[config.mk]
export PLATFORM = sky130hd
export DESIGN_NAME = prog_loader
export DESIGN_NICKNAME = d
export VERILOG_FILES = /design/src/rtl/proc_pkg.sv /design/src/rtl/prog_loader_byte_to_word.sv /design/src/rtl/prog_loader.sv
export SDC_FILE = /design/constraint.sdc
export NUM_CORES = 1
export LEC_CHECK = 0
export CORE_UTILIZATION = 45
export DETAILED_ROUTE_END_ITERATION = 10
export PLACE_DENSITY = 0.64
export SETUP_SLACK_MARGIN = 0.05
export SLEW_MARGIN = 40
export SYNTH_ARGS = -nofsm -noshare
export SYNTH_HDL_FRONTEND = slang
export SYNTH_SLANG_ARGS = --single-unit
export TNS_END_PERCENT = 10
[constraint.sdc]
create_clock -name clk -period 8.05 [get_ports clk]
set_input_delay 2.415 -clock clk [delete_from_list [all_inputs] [get_ports clk]]
set_output_delay 2.415 -clock clk [all_outputs]
set_load 0.02 [all_outputs]
[src/rtl/proc_pkg.sv]
// -----------------------------------------------------------------------------
// proc_pkg
//   Constants and types shared by the Proc program loader.
//   - ADDR_W / DATA_W : width of Proc's instruction-memory load port.
//   - loader_state_e  : encoding of the prog_loader control states.
// -----------------------------------------------------------------------------
package proc_pkg;

    localparam int ADDR_W = 9;
    localparam int DATA_W = 32;

    typedef enum logic [2:0] {
        IDLE   = 3'd0,
        LEN_HI = 3'd1,
        LEN_LO = 3'd2,
        WORD   = 3'd3,
        WRITE  = 3'd4,
        CKSUM  = 3'd5,
        DONE   = 3'd6,
        ERR    = 3'd7
    } loader_state_e;

endpackage

[src/rtl/prog_loader_byte_to_word.sv]
// -----------------------------------------------------------------------------
// byte_to_word
//   Big-endian 4-byte assembler. Bytes shift in MSB first; on the 4th byte
//   word_valid pulses combinationally together with the complete word, so the
//   consumer can capture it on that same edge.
//
// Ports:
//   clk        in   clock, rising edge
//   rst        in   asynchronous active-low reset
//   clear      in   synchronous restart of the byte counter
//   byte_in    in   [7:0] incoming stream byte
//   byte_valid in   byte_in is consumed this cycle
//   word       out  [DATA_W-1:0] {three held bytes, byte_in}
//   word_valid out  byte_valid on the 4th byte of a word
// -----------------------------------------------------------------------------
module byte_to_word
    import proc_pkg::*;
(
    input  logic              clk,
    input  logic              rst,
    input  logic              clear,
    input  logic [7:0]        byte_in,
    input  logic              byte_valid,
    output logic [DATA_W-1:0] word,
    output logic              word_valid
);

    logic [23:0] shreg;
    logic [1:0]  cnt;

    // NOTE: sequential state uses non-blocking assignments so every flop
    // samples pre-edge values regardless of statement order.
    always_ff @(posedge clk or negedge rst) begin
        if (!rst) begin
            shreg <= '0;
            cnt   <= '0;
        end else if (clear) begin
            cnt <= '0;
        end else if (byte_valid) begin
            shreg <= {shreg[15:0], byte_in};
            cnt   <= cnt + 2'd1;  // wraps to 0 after the 4th byte
        end
    end

    // The first three bytes always overwrite all of shreg, so stale contents
    // after a clear never leak into a word.
    assign word       = {shreg, byte_in};
    assign word_valid = byte_valid && (cnt == 2'd3);

endmodule

[src/rtl/prog_loader.sv]
// -----------------------------------------------------------------------------
// prog_loader
//   Program-load stage for the Proc core. Accepts a byte stream
//   (16-bit word count N, MSB first, then N big-endian 32-bit words), writes
//   the words to consecutive addresses from BASE_ADDR through Proc's a/d/we
//   port, then raises exec. A count that would run past DEPTH aborts with err.
//
// Optional feature (macro PROG_LOADER_CHECKSUM_EN):
//   After the words one extra byte is accepted and compared with the XOR of
//   all preceding stream bytes (length bytes included); match -> exec,
//   mismatch -> err. Required even when N = 0.
//
// Ports:
//   clk       in   clock, rising edge
//   rst       in   asynchronous active-low reset
//   start     in   one-cycle pulse; begins or restarts a load (wins over data)
//   in_data   in   [7:0] stream byte
//   in_valid  in   in_data valid
//   in_ready  out  byte accepted this cycle when in_valid is also high
//   mem_a     out  [ADDR_W-1:0] Proc a
//   mem_d     out  [DATA_W-1:0] Proc d (DATA_W must be 32)
//   mem_we    out  Proc we, one cycle per word
//   exec      out  Proc exec, held until start/reset
//   busy      out  load in progress
//   err       out  load aborted, held until start/reset
// -----------------------------------------------------------------------------
module prog_loader #(
    parameter int ADDR_W    = proc_pkg::ADDR_W,
    parameter int DATA_W    = proc_pkg::DATA_W,
    parameter int DEPTH     = 512,
    parameter int BASE_ADDR = 0
) (
    input  logic              clk,
    input  logic              rst,
    input  logic              start,
    input  logic [7:0]        in_data,
    input  logic              in_valid,
    output logic              in_ready,
    output logic [ADDR_W-1:0] mem_a,
    output logic [DATA_W-1:0] mem_d,
    output logic              mem_we,
    output logic              exec,
    output logic              busy,
    output logic              err
);

    import proc_pkg::*;

    // Plain vector state with named constants keeps the encoding visible to
    // older tooling that does not understand enum-typed ports or probes.
    localparam logic [2:0] S_IDLE   = IDLE;
    localparam logic [2:0] S_LEN_HI = LEN_HI;
    localparam logic [2:0] S_LEN_LO = LEN_LO;
    localparam logic [2:0] S_WORD   = WORD;
    localparam logic [2:0] S_WRITE  = WRITE;
    localparam logic [2:0] S_DONE   = DONE;
    localparam logic [2:0] S_ERR    = ERR;
`ifdef PROG_LOADER_CHECKSUM_EN
    localparam logic [2:0] S_CKSUM  = CKSUM;
    // Both "load finished" paths must pass through the checksum byte first.
    localparam logic [2:0] S_FINISH = S_CKSUM;
`else
    localparam logic [2:0] S_FINISH = S_DONE;
`endif

    // Words that fit between BASE_ADDR and the top of memory.
    localparam int CAPACITY = DEPTH - BASE_ADDR;

    logic [2:0]        state;
    logic [15:0]       word_cnt;   // N from the length header
    logic [15:0]       word_idx;   // words written so far
    logic [15:0]       idx_inc;
    logic [15:0]       len_next;
    logic              len_too_big;
    logic              xfer;
    logic [DATA_W-1:0] asm_word;
    logic              asm_valid;
`ifdef PROG_LOADER_CHECKSUM_EN
    logic [7:0]        csum;
`endif

    // NOTE: every output of a combinational block gets a default first, so
    // no path through it leaves a value unassigned (which would infer a latch).
    always_comb begin
        in_ready = 1'b0;
        if (!start) begin
            unique case (state)
                S_LEN_HI, S_LEN_LO, S_WORD: in_ready = 1'b1;
`ifdef PROG_LOADER_CHECKSUM_EN
                S_CKSUM:                    in_ready = 1'b1;
`endif
                default:                    in_ready = 1'b0;
            endcase
        end
    end

    assign xfer     = in_valid && in_ready;
    assign mem_we   = (state == S_WRITE);
    assign exec     = (state == S_DONE);
    assign err      = (state == S_ERR);
    assign busy     = (state == S_LEN_HI) || (state == S_LEN_LO) ||
                      (state == S_WORD)   || (state == S_WRITE);

    assign idx_inc     = word_idx + 16'd1;
    assign len_next    = {word_cnt[15:8], in_data};
    assign len_too_big = int'({16'd0, len_next}) > CAPACITY;

    byte_to_word u_asm (
        .clk        (clk),
        .rst        (rst),
        .clear      (start),
        .byte_in    (in_data),
        .byte_valid (xfer && (state == S_WORD)),
        .word       (asm_word),
        .word_valid (asm_valid)
    );

    always_ff @(posedge clk or negedge rst) begin
        if (!rst) begin
            state    <= S_IDLE;
            word_cnt <= '0;
            word_idx <= '0;
            mem_a    <= '0;
            mem_d    <= '0;
        end else if (start) begin
            // Restart from anywhere; mem_a/mem_d keep their last value.
            state    <= S_LEN_HI;
            word_cnt <= '0;
            word_idx <= '0;
        end else begin
            unique case (state)
                S_LEN_HI: begin
                    if (xfer) begin
                        word_cnt[15:8] <= in_data;
                        state          <= S_LEN_LO;
                    end
                end
                S_LEN_LO: begin
                    if (xfer) begin
                        word_cnt[7:0] <= in_data;
                        if (len_next == 16'd0) begin
                            state <= S_FINISH;
                        end else if (len_too_big) begin
                            state <= S_ERR;
                        end else begin
                            state <= S_WORD;
                        end
                    end
                end
                S_WORD: begin
                    // Port registers load here so they are stable for the
                    // whole WRITE cycle and hold afterwards.
                    if (asm_valid) begin
                        mem_a <= ADDR_W'(BASE_ADDR + int'(word_idx));
                        mem_d <= asm_word;
                        state <= S_WRITE;
                    end
                end
                S_WRITE: begin
                    word_idx <= idx_inc;
                    state    <= (idx_inc == word_cnt) ? S_FINISH : S_WORD;
                end
`ifdef PROG_LOADER_CHECKSUM_EN
                S_CKSUM: begin
                    if (xfer) begin
                        state <= (in_data == csum) ? S_DONE : S_ERR;
                    end
                end
`endif
                default: ;  // IDLE, DONE, ERR wait for start
            endcase
        end
    end

`ifdef PROG_LOADER_CHECKSUM_EN
    // Running XOR of every accepted byte since the last start.
    always_ff @(posedge clk or negedge rst) begin
        if (!rst) begin
            csum <= '0;
        end else if (start) begin
            csum <= '0;
        end else if (xfer) begin
            csum <= csum ^ in_data;
        end
    end
`endif

endmodule

* After elaboration in Yosys (flattened, before gate mapping)
Index checks and enable logic that the tools add are counted.
** Storage, ports and cells
- Register bits after elaboration :: 102
- Latch bits :: 0
- Bits in writable memories :: 0
- ROM bits :: 0
- Input port bits :: 12
- Output and inout bits :: 46
- Logic and storage cells :: 60
- Memories kept :: 0
** Cells by class
- Add/sub/neg operators :: 2
- $mul :: 0
- Divide/modulo/power cells :: 0
- Order comparisons :: 1
- Equal/unequal tests :: 11
- Shift operators :: 0
- Mux-type cells :: 18
- Bitwise operators :: 1
- Reduce and logical (&&, ||, !) cells :: 19
** Operator list (count)
- 16-bit two-way mux :: 3
- 8-bit two-way mux :: 3
- 3-bit two-way mux :: 7
- 16-bit by 1-bit adder with 16-bit output, second input constant :: 1
- 16-bit equality test :: 1
- 16-bit by 10-bit > comparator with 1-bit output, second input constant :: 1
- 16-bit zero test :: 1
- 3-bit one-hot mux with 4 select lines :: 1
- 2-bit nonzero test :: 5
- 3-bit equality test, second input constant :: 3
- 3-bit != test, second input constant :: 3
- 3-bit by 2-bit equality test with 1-bit output, second input constant :: 2
- 2-bit AND reduction :: 3
- 5-bit nonzero test :: 1
- 2-bit two-way mux :: 2
- 4-bit AND reduction :: 1
- 3-bit by 1-bit equality test with 1-bit output, second input constant :: 1
- 1-bit logical AND :: 3
- 1-bit logical OR :: 3
- 3-bit AND reduction :: 1
- 3-bit OR reduction :: 1
- 2-bit by 1-bit adder with 2-bit output, second input constant :: 1
- 2-bit equality test, second input constant :: 1
- 1-bit two-way mux :: 2
- 1-bit NOT :: 1

* Longest topological paths before layout
Gate-level depths: netlist (run 1).
- Depth after elaboration :: 10
- Gate-level depth with buffers :: 8

* Cells and area by module
Synthesis (run 1) repeated with hierarchy kept, for this count alone.
** Second synthesis, totals
- Cells, all modules :: 411
- Area total of the unflattened synthesis :: 4978.5 um2
** Modules (own cells, without submodules)
- prog_loader :: times used 1, cells an instance 343, area an instance 3811.2 um2, sequential area each 1901.8 um2
- byte_to_word :: times used 1, cells an instance 68, area an instance 1167.4 um2, sequential area each 650.6 um2

* Worst setup path before layout (run 1)
Ideal clock, no wire load.
- Path kind :: input-to-output
- Start point :: input port start
- End point :: output port in_ready
- Arrival :: 3.121 ns
- Data required time :: 5.635 ns
- Slack :: 2.514 ns
- Stages on the path :: 2
- Path through :: buf_1 nor3_1
** Between the ends
- Longest elaborated chain between the ends :: 1
** RTL lines
- from (decl) :: line prog_loader.sv:35 : input logic start,
- 1-bit two-way mux :: line prog_loader.sv:86 : if (!start) begin
- to (decl) :: line prog_loader.sv:38 : output logic in_ready,
No other way between the ends.

* Final worst setup path (run 1)
Same ends and word-level chain as after synthesis.

==> results_dict.tcl, run 1 <==
set metrics [dict create \
    busiest_layer "met2" \
    grt_pass1_wl_mm 16.7 \
    drive_above_1_share_pct 21.4 \
    worstSetupPathType "in2out" \
    pwr_density_cell_nw_per_um2 184 \
    startpoint_type "primary input" \
    hold_violations 0 \
    place_area_um2 5380 \
    path_depth 4 \
    p_sw_share_pct 26.1 \
    netlist_area_um2 4710 \
    syn_avg_cell_area_um2 11.5 \
    routedWlPerCell_um 16.7 \
    clock_sinks 102 \
    dr.pass1.iters 4 \
    grt_use_total_pct 19.6 \
    crit_path_top_delay_cell "clkdlybuf4s50_1" \
    fin_crit_sh_pct 78.7 \
    globalRouteMet2Util_pct 31.6 \
    clock_path_buffers 2 \
    antenna_found_initial 0 \
    path_max_fanout 40 \
    vias 3226 \
    row_count 36 \
    seq_power_share_pct 58.9 \
    drc 0 \
    fin_ws_ns 1.71 \
    end_kind "output pin" \
    cts_tree "done" \
    detail-route-antenna-nets 0 \
    synth_edf_count 0 \
    port_buffers 57 \
    power.internal_uw 760 \
    io_pins 58 \
    final.setup.tns_ns 0 \
    cts_root_buf "clkbuf_8" \
    initial_core_util_pct 47.3 \
    routed_wl_mm 9.91 \
    synth_cell_types 46 \
    cts_buffers 9 \
    tightest_slew_ns 0.603 \
    ys.flop_type "dfrtp_1" \
    grt_max_degree 68 \
    grtUsageMet1_pct 25.2 \
    syn_nets 422 \
    cp.arrival_ns 3.92 \
    async_flop_share_pct 100 \
    gpl.final_weighted_congestion 0.841 \
    fp.dieArea_um2 10900 \
    fmax_ghz 0.158 \
    hold_path_class "reg2reg" \
    rr_worst_depth 6 \
    layout.nets 468 \
    viasPerCell 5.45 \
    grt_pass1_vias 3256 \
    worst_hold_slack_ns 0.510 \
    crit_path_frequent_cell "clkdlybuf4s50_1" \
    antenna_cells 0 \
    vdd_ir_drop_max_mv 0.166 \
    path_buf_inv 3 \
    pwr-share-comb_pct 10.6 \
    clock_skew_ns 0.0113 \
    p_sw_uw 269 \
    syn_to_final_growth_pct 18.4 \
    clk_pin_slew_ns 0.10 \
    clk_latency_ns 0.37 \
    crit_path_cell_trace "clkdlybuf4s50_1 -> buf_4 -> nor3_1 -> clkdlybuf4s50_1" \
    drt_iter0_markers 176 \
    slew_violations 0 \
    met3_usage_pct 5.95 \
    die_h_um 104 \
    rsz0062_at_grt "false" \
    post_cts_buffers 0 \
    relSlewSlack_pct 59.8 \
    p_leak_nw 2.44 \
    status "complete, no violations" \
    synth.yosys.warnings 0 \
    chipWidth_um 104 \
    place_hpwl_mm 6.72 \
    final_common_cell "dfrtp_1" \
    crit_required_ns 5.64 \
    cts_resized 0 \
    hold_buffers 0 \
    setup_viol 0 \
    seq_area_frac_synth_pct 54.2 \
    cp_top_family "buffers and inverters" \
    final_cell_mix "dfrtp_1, mux2_2, clkdlybuf4s50_1, nor2_1, nand2_1" \
    htreeDepth 3 \
    design_area_um2 5580 \
    netlist_instances 408 \
    p_total_mw 1.03 \
    grt.overflow.total 0 \
    slowest_delay_ns 0.62 \
    period_minus_slack_ns 6.34 \
    post-place-ws_ns 1.70 \
    ys_ff_latch 102 \
    drv_cap 0 \
    p_clk_share_pct 30.6 \
    whs_path_depth 1 \
    core_area_um2 9950 \
]
## final cells by class
| type | count | area (µm²) |
|---|---|---|
| fill | 881 | 4370 |
| clock inverter | 5 | 38.8 |
| timing repair buffer | 61 | 602 |
| clock buffer | 11 | 151 |
| inverter | 8 | 30.0 |
| multi-input combinational | 272 | 2040 |
| tap | 133 | 166 |
| sequential | 102 | 2550 |
## power groups by stage
stage / Combinational (mW) / Sequential, mW / Clock, mW
after global routing: 0.120 / 0.614 / 0.344
after floorplan: 0.0790 / 0.600 / 0
after detailed placement: 0.110 / 0.617 / 0
after CTS: 0.110 / 0.606 / 0.327
after global placement: 0.106 / 0.613 / 0
final: 0.109 / 0.605 / 0.314
## through the flow
step | cells | util [%]
2_1_floorplan | 408 | -
3_3_place_gp | 576 | 54.0
3_5_place_dp | 576 | 54.0
4_1_cts | 592 | 56.0
5_1_grt | 592 | 56.1
6_report | 592 | 56.1
## registers in the layout (all words and copies together), names as in the netlist
| name | cells |
|---|---|
| mem_a | 9 |
| mem_d | 32 |
| state | 3 |
| u_asm.cnt | 2 |
| u_asm.shreg | 24 |
| word_cnt | 16 |
| word_idx | 16 |
## kinds of logic after synthesis
| group | after synthesis | share of synthesized area (%) |
|---|---|---|
| AO/OA/AOI/OAI | 48 | 6.64 |
| XOR/XNOR | 30 | 5.58 |
| adder cells (fa/ha/maj) | 2 | 0.531 |
| buffers and inverters | 34 | 2.95 |
| flip-flops | 102 | 54.2 |
| multiplexers | 76 | 17.9 |
| AND/OR/NAND/NOR | 116 | 12.3 |
## synth_stat cells, drive strengths merged, types with 3 or more instances
master / count / area [µm²]
a211oi: 3 / 22.5
a21oi: 17 / 85.1
buf: 9 / 45.1
clkbuf: 17 / 63.8
dfrtp: 102 / 2550
inv: 8 / 30.0
mux2: 65 / 732
mux2i: 11 / 110
nand2: 30 / 113
nand2b: 3 / 18.8
nand3: 10 / 50.1
nand4: 5 / 52.6
nor2: 33 / 124
nor2b: 3 / 18.8
nor3: 11 / 55.1
nor4: 8 / 50.1
o21ai: 11 / 55.1
or3: 6 / 38.8
xnor2: 19 / 166
xor2: 11 / 96.3
## worst register-to-register path, stage by stage, from the launching register on
cell,delay [ns]
dfrtp_1,0.59
nand3_1,0.41
or3_1,0.59
or3_1,0.40
a2111o_1,0.41
or4_4,0.45
a221oi_2,0.27
## final timing paths
path,startpoint,end,slack (ns)
worst max-delay path,start,in_ready,1.71
worst min-delay path,u_asm.shreg[20]$_DFFE_PN0P_,u_asm.shreg[20]$_DFFE_PN0P_,0.51
worst max register to register,word_idx[2]$_DFFE_PN0P_,state[2]$_DFFE_PN0P_,4.85
worst min register to register,u_asm.shreg[20]$_DFFE_PN0P_,u_asm.shreg[20]$_DFFE_PN0P_,0.51
max in group asynchronous,rst,word_idx[15]$_DFFE_PN0P_,5.12
min in group asynchronous,rst,word_idx[7]$_DFFE_PN0P_,1.99
## layer usage
metal	part of all wire, %	vias to the layer above	wire (µm)
met3	3.6	17	360
li1	-	1520	-
met2	49	61	4820
met5	0	-	0
met4	2.3	0	223
met1	45	1628	4500
Power figures use the tool's default switching activity.
==> run 2: changes to the inputs <==
- PLACE_DENSITY: 0.64 -> 0.66
- clock period: 8.05 -> 5.7 ns (I/O delays scaled with it)
==> run 2 against run 1 <==
Clock power grew 37%. Routed wire length shrank 1.1%. Global-route usage shrank 0.52 points. Sequential cell count is the same. Worst setup slack lost 0.69 ns. Critical path type unchanged. Largest cell class unchanged.
==> results_dict.tcl, run 2 (synthesized netlist as in run 1, its figures left out) <==
set metrics [dict create \
    grt_max_degree 62 \
    period_minus_slack_ns 4.68 \
    place_area_um2 5390 \
    clock_path_buffers 2 \
    pwr_density_cell_nw_per_um2 258 \
    fin_ws_ns 1.02 \
    dr.pass1.iters 4 \
    cts_resized 0 \
    design_area_um2 5580 \
    path_max_fanout 2 \
    cts_tree "done" \
    final_common_cell "dfrtp_1" \
    hold_violations 0 \
    p_sw_uw 369 \
    seq_power_share_pct 59.4 \
    clock_sinks 102 \
    final.setup.tns_ns 0 \
    post_cts_buffers 0 \
    vias 3207 \
    hold_buffers 0 \
    drt_iter0_markers 171 \
    hold_path_class "reg2reg" \
    drv_cap 0 \
    gpl.final_weighted_congestion 0.827 \
    worstSetupPathType "in2out" \
    port_buffers 57 \
    cts_buffers 9 \
    grt.overflow.total 0 \
    fin_crit_sh_pct 82.1 \
    grt_pass1_wl_mm 16.3 \
    top_regs "mem_d: 32 flops, u_asm.shreg: 24 flops" \
    relSlewSlack_pct 52.5 \
    rsz0062_at_grt "false" \
    regMostFlops "mem_d" \
    status "complete, no violations" \
    antenna_cells 0 \
    antenna_found_initial 0 \
    cts_root_buf "clkbuf_8" \
    p_sw_share_pct 25.6 \
    vdd_ir_drop_max_mv 0.195 \
    io_pins 58 \
    place_hpwl_mm 6.63 \
    die_h_um 104 \
    routedWlPerCell_um 16.6 \
    htreeDepth 3 \
    cp.arrival_ns 2.97 \
    p_total_mw 1.44 \
    p_leak_nw 2.42 \
    startpoint_type "primary input" \
    clock_skew_ns 0.0118 \
    tightest_slew_ns 0.709 \
    placedCellCount 576 \
    worstSetupStartpoint "start" \
    initial_core_util_pct 47.3 \
    row_count 36 \
    drive_above_1_share_pct 21.0 \
    final_cell_mix "dfrtp_1, mux2_2, clkdlybuf4s50_1, nor2_1, nand2_1" \
    crit_required_ns 3.99 \
    clk_latency_ns 0.37 \
    clk_pin_slew_ns 0.08 \
    p_clk_share_pct 29.9 \
    largest_reg_flops 32 \
    viasPerCell 5.43 \
    core_area_um2 9950 \
    drc 0 \
    fp.dieArea_um2 10900 \
    grt_pass1_vias 3145 \
    end_kind "output pin" \
    post-place-ws_ns 1.01 \
    pwr-share-comb_pct 10.7 \
    setup_viol 0 \
    power.internal_mw 1.07 \
    worstHoldStart "mem_a[2]$_DFFE_PN0P_" \
    fmax_ghz 0.214 \
    final_core_util_pct 56.1 \
    syn_to_final_growth_pct 18.4 \
    layout.nets 468 \
    slew_violations 0 \
    worst_hold_slack_ns 0.510 \
    grt_use_total_pct 19.1 \
    routed_wl_mm 9.79 \
    reg2reg_from "word_idx[2]$_DFFE_PN0P_" \
    detail-route-antenna-nets 0 \
    chipWidth_um 104 \
    finalNonFillerCells 591 \
]
[run 2: metal layers]
layer  global-route usage [%]  vias up  part of all wire [%]
met1                     25.4     1604                    46
met3                     6.08       12                   4.8
li1                         -     1518                     -
met4                     5.51        0                   1.1
met5                        0        -                     0
met2                     29.8       73                    48
[run 2: final timing paths]
kind                                            end  slack [ns]  cells after the start
setup / recovery                           in_ready        1.02                      3
hold / removal                 mem_a[2]$_DFFE_PN0P_        0.51                      1
setup reg to reg               state[2]$_DFFE_PN0P_        2.46                      6
hold reg to reg                mem_a[2]$_DFFE_PN0P_        0.51                      1
max in group asynchronous   word_idx[0]$_DFFE_PN0P_        3.43                      2
min in group asynchronous  u_asm.cnt[0]$_DFFE_PN0P_        1.30                      1
[run 2: power by group through the flow]
stage               Clock, mW  Combinational (mW)  Sequential (mW)
finish                  0.431               0.154            0.856
global route            0.473               0.170            0.868
CTS                     0.446               0.156            0.857
global placement            0               0.150            0.867
detailed placement          0               0.155            0.872
floorplan                   0               0.112            0.847
[run 2: cell type report]
cell class / count / area (µm²)
Tap cell: 133 / 166
Sequential cell: 102 / 2550
Multi-Input combinational cell: 272 / 2030
Clock buffer: 12 / 155
Inverter: 8 / 30.0
Fill cell: 883 / 4370
Clock inverter: 3 / 28.8
Timing Repair Buffer: 61 / 614
[run 2: critical path: stages]
cell,delay (ns)
clkdlybuf4s50_1,0.44
nor3_1,0.19
clkdlybuf4s50_1,0.63
==> run 3: changes to the inputs <==
- PLACE_DENSITY: 0.66 -> 0.64
- clock period: 5.7 -> 4.8 ns (I/O delays scaled with it)
==> run 3 against run 2 <==
Worst hold slack barely moved. Sequential share of layout area down 0.072 points. Final cell count increased by 0.34%. Sequential cell count stayed put. Worst setup slack lost 0.33 ns. Via count shrank 1.6%. First-iteration DRC count shrank 14%. Cell area up 0.16%. Routed wire length fell by 1.3%. Core utilization grew 0.088 points. Power grew 18%. Combinational power grew 18%. Largest cell class unchanged. Largest power group unchanged.
==> results_dict.tcl, run 3 (synthesized netlist as in run 1, its figures left out) <==
set metrics [dict create \
    dr.pass1.iters 4 \
    cp.arrival_ns 2.67 \
    vdd_ir_drop_max_mv 0.266 \
    clk_pin_slew_ns 0.09 \
    rr_worst_depth 6 \
    drv_cap 0 \
    vias 3156 \
    chipWidth_um 104 \
    clock_path_buffers 2 \
    grt_max_degree 40 \
    post_cts_buffers 0 \
    wl_met1_mm 4.46 \
    crit_path_frequent_cell "clkdlybuf4s50_1" \
    design_area_um2 5590 \
    place_hpwl_mm 6.77 \
    path_max_fanout 2 \
    viasPerCell 5.32 \
    startpoint_type "primary input" \
    rsz0062_at_grt "false" \
    clock_sinks 102 \
    drive_above_1_share_pct 21.3 \
    fmax_ghz 0.244 \
    path_depth 3 \
    antenna_found_initial 0 \
    worst_hold_slack_ns 0.510 \
    layout.nets 470 \
    status "complete, no violations" \
    final_core_util_pct 56.1 \
    slowest_delay_ns 0.62 \
    setup_viol 0 \
    finalNonFillerCells 593 \
    hold_path_class "reg2reg" \
    top_regs "mem_d: 32 flops, u_asm.shreg: 24 flops" \
    crit_path_top_delay_cell "clkdlybuf4s50_1" \
    die_h_um 104 \
    port_buffers 57 \
    wl_met2_mm 4.77 \
    cts_buffers 9 \
    drc 0 \
    cts_resized 0 \
    pwr_density_cell_nw_per_um2 304 \
    routedWlPerCell_um 16.3 \
    grt_use_total_pct 19.4 \
    cts_tree "done" \
    gpl.final_weighted_congestion 0.833 \
    io_pins 58 \
    cp_top_family "buffers and inverters" \
    final_common_cell "dfrtp_1" \
    placedCellCount 578 \
    antenna_cells 0 \
    routed_wl_mm 9.67 \
    initial_core_util_pct 47.3 \
    row_count 36 \
    clk_latency_ns 0.37 \
    fin_crit_sh_pct 85.5 \
    crit_required_ns 3.36 \
    drt_iter0_markers 147 \
    cts_root_buf "clkbuf_8" \
    clock_skew_ns 0.0141 \
    fp.dieArea_um2 10900 \
    tightest_slew_ns 0.715 \
    slew_violations 0 \
    place_area_um2 5410 \
    grt.overflow.total 0 \
    core_area_um2 9950 \
    final.setup.tns_ns 0 \
    wl_met3_um 374 \
    largest_reg_flops 32 \
    whs_path_depth 1 \
    worstSetupPathType "in2out" \
    regMostFlops "mem_d" \
    relSlewSlack_pct 52.1 \
    end_kind "output pin" \
    dr.max_layer_used "met4" \
    hold_buffers 0 \
    grt_pass1_vias 3234 \
    grt_pass1_wl_mm 16.5 \
    p_leak_nw 2.43 \
    syn_to_final_growth_pct 18.6 \
    detail-route-antenna-nets 0 \
    period_minus_slack_ns 4.11 \
    path_buf_inv 2 \
    hold_violations 0 \
    crit_path_cell_trace "clkdlybuf4s50_1 -> nor3_1 -> clkdlybuf4s50_1" \
    final_cell_mix "dfrtp_1, mux2_2, clkdlybuf4s50_1, nor2_1, nand2_1" \
    fillers 877 \
    htreeDepth 3 \
]
run 3: cell count changes in the layout (fill, tap and decap cells not counted):
cell	previous run	this run
inv_6	0	2
buf_4	3	6
clkinv_4	2	1
buf_6	1	0
inv_8	1	0
run 3: metal layers:
layer / vias to the layer above / global-route usage [%]
li1: 1523 / -
met1: 1578 / 25.0
met2: 48 / 32.1
met3: 7 / 5.70
met4: 0 / 4.39
met5: - / 0
run 3: power breakdown:
group	switching (mW)	internal, mW	total [mW]	leakage (nW)
Combinational	0.0794	0.102	0.182	0.956
Clock	0.286	0.219	0.505	0.0935
Sequential	0.0658	0.949	1.02	1.38
run 3: layout make-up:
| cell class | instances | area (µm²) | share of cell area [%] |
|---|---|---|---|
| Inverter | 8 | 30.0 | 0.537 |
| Timing Repair Buffer | 63 | 626 | 11.2 |
| Sequential cell | 102 | 2550 | 45.7 |
| Tap cell | 133 | 166 | 2.98 |
| Clock buffer | 12 | 155 | 2.78 |
| Multi-Input combinational cell | 272 | 2030 | 36.4 |
| Clock inverter | 3 | 26.3 | 0.470 |
run 3: worst paths after layout:
path                                        startpoint                           to  slack [ns]
min reg2reg                u_asm.shreg[23]$_DFFE_PN0P_  u_asm.shreg[23]$_DFFE_PN0P_        0.51
min                        u_asm.shreg[23]$_DFFE_PN0P_  u_asm.shreg[23]$_DFFE_PN0P_        0.51
max reg2reg                    word_idx[2]$_DFFE_PN0P_         state[2]$_DFFE_PN0P_        1.64
max                                              start                     in_ready        0.69
max in group asynchronous                          rst      word_idx[0]$_DFFE_PN0P_        2.99
min in group asynchronous                          rst         state[1]$_DFFE_PN0P_        1.01
run 3: worst register-to-register path, delay by kind of cell (launching register included):
family	cells	cell delay (ns)
simple gates	4	1.84
compound gates	2	0.68
flops	1	0.57
run 3: per-stage QoR:
stage	worst slack (ns)	power, mW
CTS	0.686	1.73
finish	0.695	1.70
detailed placement	0.690	1.22
global route	0.635	1.79
floorplan	1.21	1.14
global placement	0.670	1.21
